**src/rtl/sap2_pkg.sv**
```systemverilog
// Shared definitions for the SAP-2 program loader: widths, address limit
// and the loader state encoding.
package sap2_pkg;

    localparam int ADDR_W = 8;
    localparam int WORD_W = 12;

    localparam logic [ADDR_W-1:0] MAX_ADDR = 8'hFF;

    typedef enum logic [2:0] {
        ST_IDLE  = 3'd0,
        ST_HOLD  = 3'd1,
        ST_WAIT  = 3'd2,
        ST_CLEAR = 3'd3,
        ST_DONE  = 3'd4,
        ST_ERR   = 3'd5
    } load_state_t;

endpackage

```
**src/rtl/sap2_loader.sv**
```systemverilog
// SAP-2 program loader: takes a valid/ready stream of 12-bit words and
// writes them to consecutive CPU program addresses from 00h, then drops
// prog and pulses cpu_clr so the loaded program starts.
// Optional build macro SAP2_LOADER_CHECKSUM_EN: the s_last word becomes a
// checksum (not written); a nonzero 12-bit total of all accepted words
// sends the loader to ERR instead of CLEAR.
module sap2_loader
    import sap2_pkg::*;
#(
    parameter int HOLD_CYCLES = 2,
    parameter int CLR_CYCLES  = 2
) (
    input  logic              clk,
    input  logic              clr,
    input  logic              s_valid,
    input  logic [WORD_W-1:0] s_data,
    input  logic              s_last,
    output logic              s_ready,
    output logic              prog,
    output logic [ADDR_W-1:0] a,
    output logic [WORD_W-1:0] d,
    output logic              cpu_clr,
    output logic              busy,
    output logic              done,
    output logic              err
);

    localparam int CNT_W = 16;
    localparam logic [CNT_W-1:0] HOLD_LOAD = CNT_W'(HOLD_CYCLES - 1);
    localparam logic [CNT_W-1:0] CLR_LOAD  = CNT_W'(CLR_CYCLES - 1);

    load_state_t       r_state, w_state_nxt;
    logic [CNT_W-1:0]  r_cnt, w_cnt_nxt;
    logic [ADDR_W-1:0] r_a, w_a_nxt;
    logic [WORD_W-1:0] r_d, w_d_nxt;
    logic              w_ready;
    logic              w_accept;
`ifdef SAP2_LOADER_CHECKSUM_EN
    logic [WORD_W-1:0] r_sum, w_sum_nxt;
    logic [WORD_W-1:0] w_sum_chk;
`else
    logic              r_last, w_last_nxt;
`endif

    // Ready only in the states that take words, and never while in reset.
    assign w_ready  = !clr && (r_state == ST_IDLE || r_state == ST_WAIT ||
                               r_state == ST_DONE);
    assign w_accept = s_valid && w_ready;
    assign s_ready  = w_ready;
    assign a        = r_a;
    assign d        = r_d;
`ifdef SAP2_LOADER_CHECKSUM_EN
    assign w_sum_chk = r_sum + s_data;
`endif

    // State register.
    always_ff @(posedge clk) begin
        if (clr) r_state <= ST_IDLE;
        else     r_state <= w_state_nxt;
    end

    // Datapath registers: hold/clear counter, address, data, stream info.
    always_ff @(posedge clk) begin
        if (clr) begin
            r_cnt  <= '0;
            r_a    <= '0;
            r_d    <= '0;
`ifdef SAP2_LOADER_CHECKSUM_EN
            r_sum  <= '0;
`else
            r_last <= 1'b0;
`endif
        end else begin
            r_cnt  <= w_cnt_nxt;
            r_a    <= w_a_nxt;
            r_d    <= w_d_nxt;
`ifdef SAP2_LOADER_CHECKSUM_EN
            r_sum  <= w_sum_nxt;
`else
            r_last <= w_last_nxt;
`endif
        end
    end

    // Next-state, datapath updates and Moore outputs.
    always_comb begin
        w_state_nxt = r_state;
        w_cnt_nxt   = r_cnt;
        w_a_nxt     = r_a;
        w_d_nxt     = r_d;
`ifdef SAP2_LOADER_CHECKSUM_EN
        w_sum_nxt   = r_sum;
`else
        w_last_nxt  = r_last;
`endif
        prog    = 1'b0;
        cpu_clr = 1'b0;
        busy    = 1'b0;
        done    = 1'b0;
        err     = 1'b0;

        case (r_state)
            // IDLE and DONE both start a fresh load at 00h.
            ST_IDLE, ST_DONE: begin
                done = (r_state == ST_DONE);
                if (w_accept) begin
                    w_a_nxt = '0;
`ifdef SAP2_LOADER_CHECKSUM_EN
                    if (s_last) begin
                        // Lone checksum word: nothing to write, must be zero.
                        if (s_data == '0) begin
                            w_state_nxt = ST_CLEAR;
                            w_cnt_nxt   = CLR_LOAD;
                        end else begin
                            w_state_nxt = ST_ERR;
                        end
                    end else begin
                        w_d_nxt     = s_data;
                        w_sum_nxt   = s_data;
                        w_cnt_nxt   = HOLD_LOAD;
                        w_state_nxt = ST_HOLD;
                    end
`else
                    w_d_nxt     = s_data;
                    w_last_nxt  = s_last;
                    w_cnt_nxt   = HOLD_LOAD;
                    w_state_nxt = ST_HOLD;
`endif
                end
            end
            ST_HOLD: begin
                prog = 1'b1;
                busy = 1'b1;
                if (r_cnt == '0) begin
`ifdef SAP2_LOADER_CHECKSUM_EN
                    w_state_nxt = ST_WAIT;
`else
                    if (r_last) begin
                        w_state_nxt = ST_CLEAR;
                        w_cnt_nxt   = CLR_LOAD;
                    end else begin
                        w_state_nxt = ST_WAIT;
                    end
`endif
                end else begin
                    w_cnt_nxt = r_cnt - 1'b1;
                end
            end
            ST_WAIT: begin
                prog = 1'b1;
                busy = 1'b1;
                if (w_accept) begin
`ifdef SAP2_LOADER_CHECKSUM_EN
                    if (s_last) begin
                        if (w_sum_chk == '0) begin
                            w_state_nxt = ST_CLEAR;
                            w_cnt_nxt   = CLR_LOAD;
                        end else begin
                            w_state_nxt = ST_ERR;
                        end
                    end else if (r_a == MAX_ADDR) begin
                        w_state_nxt = ST_ERR;
                    end else begin
                        w_a_nxt     = r_a + 1'b1;
                        w_d_nxt     = s_data;
                        w_sum_nxt   = w_sum_chk;
                        w_cnt_nxt   = HOLD_LOAD;
                        w_state_nxt = ST_HOLD;
                    end
`else
                    // Address space exhausted: abort without writing.
                    if (r_a == MAX_ADDR) begin
                        w_state_nxt = ST_ERR;
                    end else begin
                        w_a_nxt     = r_a + 1'b1;
                        w_d_nxt     = s_data;
                        w_last_nxt  = s_last;
                        w_cnt_nxt   = HOLD_LOAD;
                        w_state_nxt = ST_HOLD;
                    end
`endif
                end
            end
            ST_CLEAR: begin
                cpu_clr = 1'b1;
                busy    = 1'b1;
                if (r_cnt == '0) w_state_nxt = ST_DONE;
                else             w_cnt_nxt   = r_cnt - 1'b1;
            end
            ST_ERR: begin
                err = 1'b1;
            end
            default: begin
                w_state_nxt = ST_IDLE;
            end
        endcase
    end

endmodule

```
**config.mk**
```make
export PLATFORM = sky130hd
export DESIGN_NAME = sap2_loader
export DESIGN_NICKNAME = d
export VERILOG_FILES = /design/src/rtl/sap2_pkg.sv /design/src/rtl/sap2_loader.sv
export SDC_FILE = /design/constraint.sdc
export NUM_CORES = 1
export LEC_CHECK = 0
export ABC_CLOCK_PERIOD_IN_PS = 2200
export CORE_UTILIZATION = 50
export CTS_CLUSTER_SIZE = 12
export DETAILED_ROUTE_END_ITERATION = 8
export PLACE_DENSITY = 0.79
export SLEW_MARGIN = 5
export SYNTH_ARGS = -nofsm -noshare
export SYNTH_HDL_FRONTEND = slang
export SYNTH_SLANG_ARGS = --single-unit
```
**constraint.sdc**
```tcl
create_clock -name clk -period 2.2 [get_ports clk]
set_input_delay 0.33 -clock clk [delete_from_list [all_inputs] [get_ports clk]]
set_output_delay 0.33 -clock clk [all_outputs]
set_load 0.05 [all_outputs]
```
==> summary.txt, run 1 <==
Worst setup path
  – Critical path startpoint category: flop
  – Critical Path AT: 2.29 ns
  – CP Class: flop to flop
  – Critical Path RT: 2.37 ns
  – Crit path buf inv count: 1
  – CP top delay family: simple AND/OR/NAND/NOR gates
  – Slowest-stage cell, CP: or4_4
  – Crit-path max cell delay: 0.56 ns
  – CP Capture Type: flop
  – Critical Path, Cell by Cell: or4_4 > nor4_4 > nand2_2 > o311ai_4 > buf_4 > a21oi_1
  – Critical Path Fanout Max: 7

Clock network
  – H-tree depth: 2
  – CTS buffer count: 5
  – Root Buffer: clkbuf_8
  – CTS tree: done
  – Clock Path Buffers: 2
  – Clock slew at reported path FFs: 0.07 ns
  – CTS Sinks: 40
  – Worst-Skew Late Latency: 0.28 ns

Logic synthesis
  – Gate Count Post-Synth: 228
  – Netlist Area Pre-Place: 1920 µm²
  – Sequential share of the synthesized area: 41.7%
  – Top cell type's share of synthesized area: 41.7%
  – #FFs+latches synth: 40
  – Post-synth EDFFs: 0
  – Mapped Avg Cell Area: 8.42 µm²
  – Top FF cell, synth: dfxtp_1
  – Largest area contributor in the netlist: dfxtp_1
  – Yosys warns: 0
  – Syn Nets: 247
  – Async SR Flop Fraction: 0%
  – Synth area leaders: dfxtp_1 (42%), xor2_1 (7.3%), nand2_1 (6.8%)
  – Yosys cell types: 42

Global routing
  – Met2 usage: 36.6%
  – GR Overflow Total: 0
  – M3 GR Usage: 5.89%
  – Most Crowded Layer GR: met2
  – Pin count of the biggest net entering global routing: 17
  – Number of global-route vias before repair: 1,642
  – GR met1 Demand/Resource: 29.7%
  – Total global-route track usage: 22.5%
  – Initial antenna violation count: 0
  – First-pass GRT wire length: 7260 µm

Route
  – DRT Pass-1 Iters: 4
  – WL/cell: 12.9 µm
  – Routed vias/inst: 5.39
  – Via count: 1,772
  – DRC Markers: 0
  – Routed WL: 4240 µm
  – DR iter-0 viols: 118
  – ANT nets after route: 0

Timing
  – FMAX: 470 MHz
  – Worst rel slew slack: 63.9%
  – Hold WS: 0.456 ns
  – Final setup margin: 0.0714 ns
  – Setup Skew: 0.00508 ns
  – Slew Viols, Final: 0
  – Worst-Margin Slew: 0.540 ns
  – Minimum clock period: 2.13 ns
  – RSZ-0062 raised after global routing: yes
  – Finish-stage setup viols: 0
  – Final hold violations: 0
  – Final worst-path cycle share: 96.8%

Floorplanning
  – Io pins: 42
  – Num rows: 22
  – Die area: 4090 µm²
  – Core area: 3660 µm²
  – Die Height: 64.0 µm
  – Starting Density: 52.4%
  – Die width: 64.0 µm

Final layout
  – Final instance area: 2570 µm²
  – Layout cells sized above 1: 18.1%
  – Layout Nets: 299
  – # diodes: 0
  – Final core occ: 70.2%
  – P&R area growth vs syn: 33.9%

Pwr
  – Tot Pwr: 3.27 mW
  – Max IR drop VDD: 0.000873 V
  – Pwr dens: 1270 nW/µm²
  – Leak pwr: 0.967 nW

Placed design
  – Final HPWL DP: 3050 µm
  – Post-place setup slack: -0.0278 ns
  – PortBufs: 41
  – Final Wtd Congestion: 0.774
  – Post-DP Area: 2460 µm²

Outcome
  – Outcome: finished, final reports clean

Run
  – Max Cap Viol: 0

Worst hold path
  – Worst hold path class: flop to flop
-- synth_stat cells (all sizes together) (2+ instances only) --
| cell type | number |
|---|---|
| a211oi | 3 |
| a21oi | 18 |
| and3 | 3 |
| buf | 3 |
| clkbuf | 9 |
| dfxtp | 40 |
| ha | 3 |
| inv | 4 |
| nand2 | 36 |
| nand3 | 7 |
| nand4 | 11 |
| nand4b | 2 |
| nor2 | 34 |
| nor3 | 9 |
| nor4 | 3 |
| o21ai | 3 |
| o311ai | 2 |
| or3 | 4 |
| or4 | 2 |
| xnor2 | 4 |
| xor2 | 16 |
-- final timing paths --
kind,depth (start not counted),from,end,slack [ns]
worst max-delay path,6,r_cnt[5]$_SDFFE_PP0P_,r_cnt[10]$_SDFFE_PP0P_,0.07
worst min-delay path,2,d[5]$_SDFFE_PP0P_,d[5]$_SDFFE_PP0P_,0.46
worst max register to register,6,r_cnt[5]$_SDFFE_PP0P_,r_cnt[10]$_SDFFE_PP0P_,0.07
worst min register to register,2,d[5]$_SDFFE_PP0P_,d[5]$_SDFFE_PP0P_,0.46
-- logic make-up (layout without fill, tap and decap cells) --
kind of cell	after synthesis	in the layout	share of synthesized area, %
AOI/OAI and AO/OA	32	32	11.7
xor gates and xnor gates	20	20	9.13
adders and majority gates	3	3	1.96
buffers and inverters	17	70	3.85
DFF	40	40	41.7
and+or+nand+nor	116	116	31.6
-- flip-flops by register name, indices dropped and copies added (netlist names) --
name	count
a	8
d	12
r_cnt	16
r_last	1
r_state	3
-- cells in the final DEF (no fill, tap or decap), types with 2 or more instances in the layout --
cell type,instances
clkdlybuf4s50_1,35
buf_12,2
nand3_1,7
clkbuf_1,2
dfxtp_2,2
dfxtp_1,38
a211oi_1,2
o21ai_0,2
clkbuf_8,6
nand4_1,10
nor2_2,11
ha_1,3
a21oi_1,18
and3_1,3
nor4_1,2
inv_1,3
buf_4,19
nor3_1,9
xnor2_1,4
nor2_1,23
or3_1,4
xor2_1,16
nand4b_1,2
nand2_1,35
or4_4,2
-- metrics by stage --
step	TNS [ns]	cells
global placement	0	320
detailed placement	-0.0278	320
finish	0	329
CTS	0	328
floorplan	0	228
global route	-0.0266	329
-- area by class of cell --
class	instances	area, µm²
fillers	289	1090
flip-flops and latches	40	803
clock buffers	8	90.1
repair buffers	57	544
well taps	48	60.1
multi-input cells	171	1050
inverters	5	18.8
-- per-layer routing --
layer | wire (µm) | share of wire [%]
met1 | 2120 | 50
met2 | 1950 | 46
met3 | 139 | 3.3
met4 | 23 | 0.54
met5 | 0 | 0
-- power breakdown --
group / switching, mW / total, mW / leakage (nW) / internal, mW
Clock: 0.230 / 0.485 / 0.0455 / 0.256
Sequential: 0.173 / 1.07 / 0.327 / 0.895
Combinational: 0.982 / 1.71 / 0.594 / 0.732
Total: 1.38 / 3.27 / 0.967 / 1.88
-- tightest hold or removal path, delay by kind of cell (launching register included) --
family          cells  cell delay [ns]
simple gates        1             0.05
flops               1             0.31
compound gates      1             0.05
-- repair_timing --
item / CTS / global route
hold buffers: 0 / 0
hold endpoints to repair: 0 / 0
endpoints found under the setup margin: 2 / 16
setup buffers: 0 / 1
pin swaps: 0 / 2
resized for setup: 1 / 1
Power figures use the tool's default switching activity.
==> run 2: changes to the inputs <==
--- a/config.mk
+++ b/config.mk
@@ -7,8 +7,10 @@
 export LEC_CHECK = 0
 export ABC_CLOCK_PERIOD_IN_PS = 2200
 export CORE_UTILIZATION = 50
+export CTS_BUF_LIST = sky130_fd_sc_hd__clkbuf_2
 export CTS_CLUSTER_SIZE = 12
 export DETAILED_ROUTE_END_ITERATION = 8
+export HOLD_SLACK_MARGIN = 0.03
 export PLACE_DENSITY = 0.79
 export SLEW_MARGIN = 5
 export SYNTH_ARGS = -nofsm -noshare
==> run 2 against run 1 <==
  * Sequential share of layout area increased by 0.42 points
  * Power decreased by 2.3%
  * Global-route usage increased by 0.076 points
  * Register-to-register slack about the same
==> summary.txt, run 2 (same netlist as run 1, synthesis figures left out) <==
Outcome
  – Outcome: finished, final reports clean

Placed design
  – PortBufs: 41
  – Final Wtd Congestion: 0.774
  – Post-DP Area: 2460 µm²
  – Post-place setup slack: -0.0278 ns
  – Final HPWL DP: 3050 µm

Global routing
  – Total global-route track usage: 22.6%
  – Number of global-route vias before repair: 1,626
  – First-pass GRT wire length: 7260 µm
  – GR Overflow Total: 0
  – Pin count of the biggest net entering global routing: 17
  – Initial antenna violation count: 0

Pwr
  – Pwr dens: 1260 nW/µm²
  – Switching Fraction: 45.5%
  – Clock group share of total power: 9.8%
  – Leak pwr: 0.952 nW
  – Max IR drop VDD: 0.000836 V
  – Combinational power share: 56.8%
  – Sw power: 1.45 mW
  – Int Pwr: 1.74 mW
  – Part of the power in registers: 33.4%

Timing
  – Worst rel slew slack: 64.9%
  – Final hold violations: 0
  – Setup Skew: 0.00572 ns
  – Minimum clock period: 2.14 ns
  – Setup tns final: 0 ns
  – Finish-stage setup viols: 0
  – Slew Viols, Final: 0
  – Final worst-path cycle share: 97.1%
  – Worst-Margin Slew: 0.526 ns
  – Hold WS: 0.452 ns
  – FMAX: 468 MHz
  – Final setup margin: 0.0648 ns

Final layout
  – Register area: 803 µm²
  – Final instance area: 2540 µm²
  – Most frequent cells in the layout: dfxtp_1 (38), nand2_1 (35), clkdlybuf4s50_1 (35)
  – Layout cells sized above 1: 18.8%
  – Footprint of the multi-input gates: 1070 µm²
  – Layout Nets: 300
  – Biggest register: r_cnt
  – P&R area growth vs syn: 32.1%
  – # diodes: 0
  – Most common cell after layout, fill and taps aside: dfxtp_1
  – Largest register FFs: 16
  – Filler cell count: 289

Worst setup path
  – Critical Path, Cell by Cell: or4_4 > nor4_4 > buf_4 > nand4_4 > and2_1 > a211oi_1
  – CP Launch Point: r_cnt[5]$_SDFFE_PP0P_
  – CP Class: flop to flop
  – CP Capture Type: flop
  – Reg-to-Reg Start: r_cnt[5]$_SDFFE_PP0P_
  – Worst R2R Path Depth: 6
  – Reg-to-Reg End: r_cnt[1]$_SDFFE_PP0P_
  – Crit-path max cell delay: 0.56 ns
  – Reg2reg setup slack: 0.06 ns
  – Critical Path Fanout Max: 7
  – Critical path startpoint category: flop
  – Slowest-stage cell, CP: or4_4
  – Crit path buf inv count: 1
  – Critical Path AT: 2.47 ns
  – CP top delay family: simple AND/OR/NAND/NOR gates
  – Critical Path RT: 2.53 ns

Floorplanning
  – Io pins: 42
  – Die Height: 64.0 µm
  – Starting Density: 52.4%
  – Die area: 4090 µm²
  – Num rows: 22
  – Die width: 64.0 µm
  – Core area: 3660 µm²

Route
  – DR iter-0 viols: 134
  – Routed WL: 4370 µm
  – DRT Pass-1 Iters: 5
  – ANT nets after route: 0
  – DRC Markers: 0
  – Routed vias/inst: 5.45
  – WL/cell: 13.2 µm
  – Via count: 1,798

Clock network
  – CTS Sinks: 40
  – Clock Path Buffers: 2
  – Clock slew at reported path FFs: 0.19 ns
  – Root Buffer: clkbuf_2
  – CTS buffer count: 5
  – Hold buffer count at CTS: 0
  – H-tree depth: 2
  – CTS tree: done
  – Worst-Skew Late Latency: 0.40 ns

Worst hold path
  – WHS Endpoint: d[4]$_SDFFE_PP0P_
  – Worst hold path class: input pin to flop
  – WHS Path Cells: 3
  – Min-delay src: s_data[4]

Run
  – Max Cap Viol: 0
-- run 2: power by group through the flow --
stage	Clock, mW	Sequential, mW	Combinational [mW]
after floorplan	0	1.09	1.24
after global placement	0	1.07	1.60
after detailed placement	0	1.08	1.63
after CTS	0.321	1.06	1.67
after global routing	0.353	1.09	1.97
final	0.314	1.07	1.81
-- run 2: worst min-delay path, cell delays in order --
cell and delay, ns:
clkdlybuf4s50_1 0.39, nand2_1 0.05, a21oi_1 0.05
-- run 2: worst max path at each step --
stage / end / slack [ns] / cells past startpoint
CTS: r_state[1]$_SDFFE_PP0P_ / 0.04 / 6
detailed placement: r_cnt[1]$_SDFFE_PP0P_ / -0.03 / 5
global route: r_cnt[11]$_SDFFE_PP0P_ / -0.01 / 7
finish: r_cnt[1]$_SDFFE_PP0P_ / 0.06 / 6
global placement: r_cnt[1]$_SDFFE_PP0P_ / 0.07 / 5
floorplan: done / 0.01 / 3
-- run 2: area by class of cell --
cell class | instances | share of cell area, %
clock buffer | 7 | 1.38
multi-input combinational | 172 | 42.4
inverter | 5 | 0.740
timing repair buffer | 57 | 21.3
tap | 48 | 2.37
clock inverter | 1 | 0.148
sequential | 40 | 31.7
-- run 2: what timing repair did --
action                     CTS  global route
setup endpoints to repair    6            16
pin swaps                    0             5
hold endpoints to repair     0             0
gates resized for setup      1             1
buffers inserted             0             1
gates cloned                 0             1
-- run 2: stage by stage --
step           std cells  util, %  total power [mW]
2_1_floorplan        228        -              2.33
3_3_place_gp         320     67.2              2.67
3_5_place_dp         320     67.2              2.71
4_1_cts              328     68.5              3.05
5_1_grt              330     69.3              3.41
6_report             330     69.3              3.19
-- run 2: routing by layer --
metal	wire length (µm)	track usage, %	vias up
met4	34	7.67	0
li1	-	-	900
met2	2010	36.2	49
met1	2110	29.9	844
met3	209	4.82	5
met5	0	0	-
==> run 3: changes to the inputs <==
--- a/config.mk
+++ b/config.mk
@@ -5,13 +5,15 @@
 export SDC_FILE = /design/constraint.sdc
 export NUM_CORES = 1
 export LEC_CHECK = 0
-export ABC_CLOCK_PERIOD_IN_PS = 2200
-export CORE_UTILIZATION = 50
+export ABC_CLOCK_PERIOD_IN_PS = 1800
+export CELL_PAD_IN_SITES_DETAIL_PLACEMENT = 1
+export CELL_PAD_IN_SITES_GLOBAL_PLACEMENT = 2
+export CORE_UTILIZATION = 27
 export CTS_BUF_LIST = sky130_fd_sc_hd__clkbuf_2
 export CTS_CLUSTER_SIZE = 12
 export DETAILED_ROUTE_END_ITERATION = 8
 export HOLD_SLACK_MARGIN = 0.03
-export PLACE_DENSITY = 0.79
+export PLACE_DENSITY_LB_ADDON = 0.1
 export SLEW_MARGIN = 5
 export SYNTH_ARGS = -nofsm -noshare
 export SYNTH_HDL_FRONTEND = slang
==> constraint.sdc (replaced) <==
create_clock -name clk -period 1.8 [get_ports clk]
set_input_delay 0.27 -clock clk [delete_from_list [all_inputs] [get_ports clk]]
set_output_delay 0.27 -clock clk [all_outputs]
set_load 0.05 [all_outputs]
==> run 3 against run 2 <==
  * The run now ends with negative setup slack left
  * Critical path type unchanged
  * Clock skew grew 0.0062 ns
  * Non-clock buffer count grew 34
  * Register-to-register slack lost 0.37 ns
  * Critical endpoint is now r_cnt[6]$_SDFFE_PP0P_
  * Routed wire length grew 23%
  * Die area grew 82%
  * Largest power group unchanged
  * Global-route usage shrank 6.9 points
==> summary.txt, run 3 (same netlist as run 1, synthesis figures left out) <==
Outcome
  – Outcome: finished, violations left
  – Violated checks: negative setup slack

Placed design
  – Final Wtd Congestion: 0.770
  – PortBufs: 41
  – Final HPWL DP: 3970 µm
  – Post-DP Area: 2830 µm²

Timing
  – Final hold violations: 0
  – FMAX: 475 MHz
  – Slew Viols, Final: 0
  – Minimum clock period: 2.10 ns
  – Worst-Margin Slew: 0.508 ns
  – Worst rel slew slack: 66.3%
  – Final setup margin: -0.303 ns
  – Hold WS: 0.358 ns
  – Setup tns final: -4.34 ns
  – Final worst-path cycle share: 117%
  – RSZ-0062 raised after global routing: yes
  – Finish-stage setup viols: 19
  – Setup Skew: 0.0119 ns

Final layout
  – Largest register FFs: 16
  – Final instance area: 3010 µm²
  – Most common cell after layout, fill and taps aside: buf_4
  – Layout Nets: 333
  – Most frequent cells in the layout: buf_4 (53), nand2_1 (35), dfxtp_1 (27)
  – P&R area growth vs syn: 57.0%
  – # diodes: 0
  – Final core occ: 44.1%
  – Biggest register: r_cnt
  – Filler cell count: 823
  – Layout cells sized above 1: 39.0%

Worst setup path
  – Slowest-stage cell, CP: or4_4
  – CP top delay family: simple AND/OR/NAND/NOR gates
  – Critical Path, Cell by Cell: or4_4 > nor4_4 > nand4_2 > buf_6 > nand4_1 > buf_4 > xor2_1 > nor2_1
  – Critical path startpoint category: flop
  – CP Class: flop to flop
  – CP Capture Type: flop
  – Crit path buf inv count: 2
  – Critical Path Fanout Max: 7
  – Crit-path max cell delay: 0.56 ns
  – Critical Path RT: 2.13 ns
  – Critical Path AT: 2.44 ns

Route
  – DRC Markers: 0
  – Via count: 1,869
  – Routed vias/inst: 4.55
  – WL/cell: 13.1 µm
  – DR iter-0 viols: 41
  – ANT nets after route: 0
  – DRT Pass-1 Iters: 4
  – Routed WL: 5370 µm

Clock network
  – CTS Sinks: 40
  – Clock Path Buffers: 2
  – H-tree depth: 2
  – Clock slew at reported path FFs: 0.22 ns
  – CTS tree: done
  – Root Buffer: clkbuf_2
  – Worst-Skew Late Latency: 0.42 ns
  – Hold buffer count at CTS: 0
  – CTS buffer count: 5

Global routing
  – Initial antenna violation count: 0
  – First-pass GRT wire length: 9110 µm
  – Pin count of the biggest net entering global routing: 20
  – GR Overflow Total: 0
  – Number of global-route vias before repair: 1,884
  – Total global-route track usage: 15.7%

Floorplanning
  – Core area: 6830 µm²
  – Starting Density: 28.1%
  – Die Height: 86.3 µm
  – Io pins: 42
  – Die area: 7450 µm²
  – Num rows: 30
  – Die width: 86.3 µm

Pwr
  – Clock group share of total power: 12.2%
  – Sw power: 1.92 mW
  – Int Pwr: 2.71 mW
  – Part of the power in registers: 27.0%
  – Leak pwr: 1.24 nW
  – Pwr dens: 1540 nW/µm²
  – Switching Fraction: 41.4%
  – Max IR drop VDD: 0.000531 V
  – Combinational power share: 60.8%

Worst hold path
  – Worst hold path class: input pin to flop

Run
  – Max Cap Viol: 0
-- run 3: through the flow --
stage                     cells  setup slack, ns  power (mW)
after global placement      399           -0.209        3.79
after detailed placement    399           -0.259        3.79
after global routing        411           -0.386        4.98
after floorplan             228           -0.328        2.89
final                       411           -0.303        4.63
after CTS                   408           -0.291        4.41
-- run 3: final cells by class --
class / instances / area [µm²] / share of cell area [%]
multi-input cells: 171 / 1150 / 38.3
inverters: 5 / 18.8 / 0.623
clock inverters: 3 / 42.5 / 1.41
repair buffers: 91 / 832 / 27.6
flip-flops and latches: 40 / 822 / 27.3
clock buffers: 5 / 25.0 / 0.830
well taps: 96 / 120 / 3.99
-- run 3: repair_timing --
item                                    in CTS  in global routing
pin swaps                                    4                  7
buffers inserted                             1                  3
gates resized for setup                     22                 18
endpoints found under the setup margin      37                 26
-- run 3: power groups by stage --
stage	Combinational (mW)	Sequential, mW	Clock, mW
2_1_floorplan	1.56	1.33	0
3_3_place_gp	2.53	1.25	0
3_5_place_dp	2.54	1.26	0
4_1_cts	2.58	1.24	0.597
5_1_grt	3.07	1.29	0.628
6_report	2.81	1.25	0.563
-- run 3: path summary, 6_finish.rpt --
path / startpoint / end / slack (ns) / cells after the start
max: r_cnt[8]$_SDFFE_PP0P_ / r_cnt[6]$_SDFFE_PP0P_ / -0.30 / 8
min: s_data[1] / d[1]$_SDFFE_PP0P_ / 0.36 / 3
max reg2reg: r_cnt[8]$_SDFFE_PP0P_ / r_cnt[6]$_SDFFE_PP0P_ / -0.30 / 8
min reg2reg: d[1]$_SDFFE_PP0P_ / d[1]$_SDFFE_PP0P_ / 0.47 / 2
-- run 3: layer usage --
layer	global-route usage, %	wire (µm)	vias to the layer above
li1	-	-	957
met3	3.62	221	6
met2	24.9	2410	33
met1	21.3	2660	873
met5	0	0	-
met4	4.55	67	0
-- run 3: worst reg2reg max path, delay by kind of cell (launching register included) --
family | cells | cell delay (ns)
xor+xnor | 1 | 0.13
buf+inv | 2 | 0.30
flops | 1 | 0.37
simple gates | 5 | 1.24
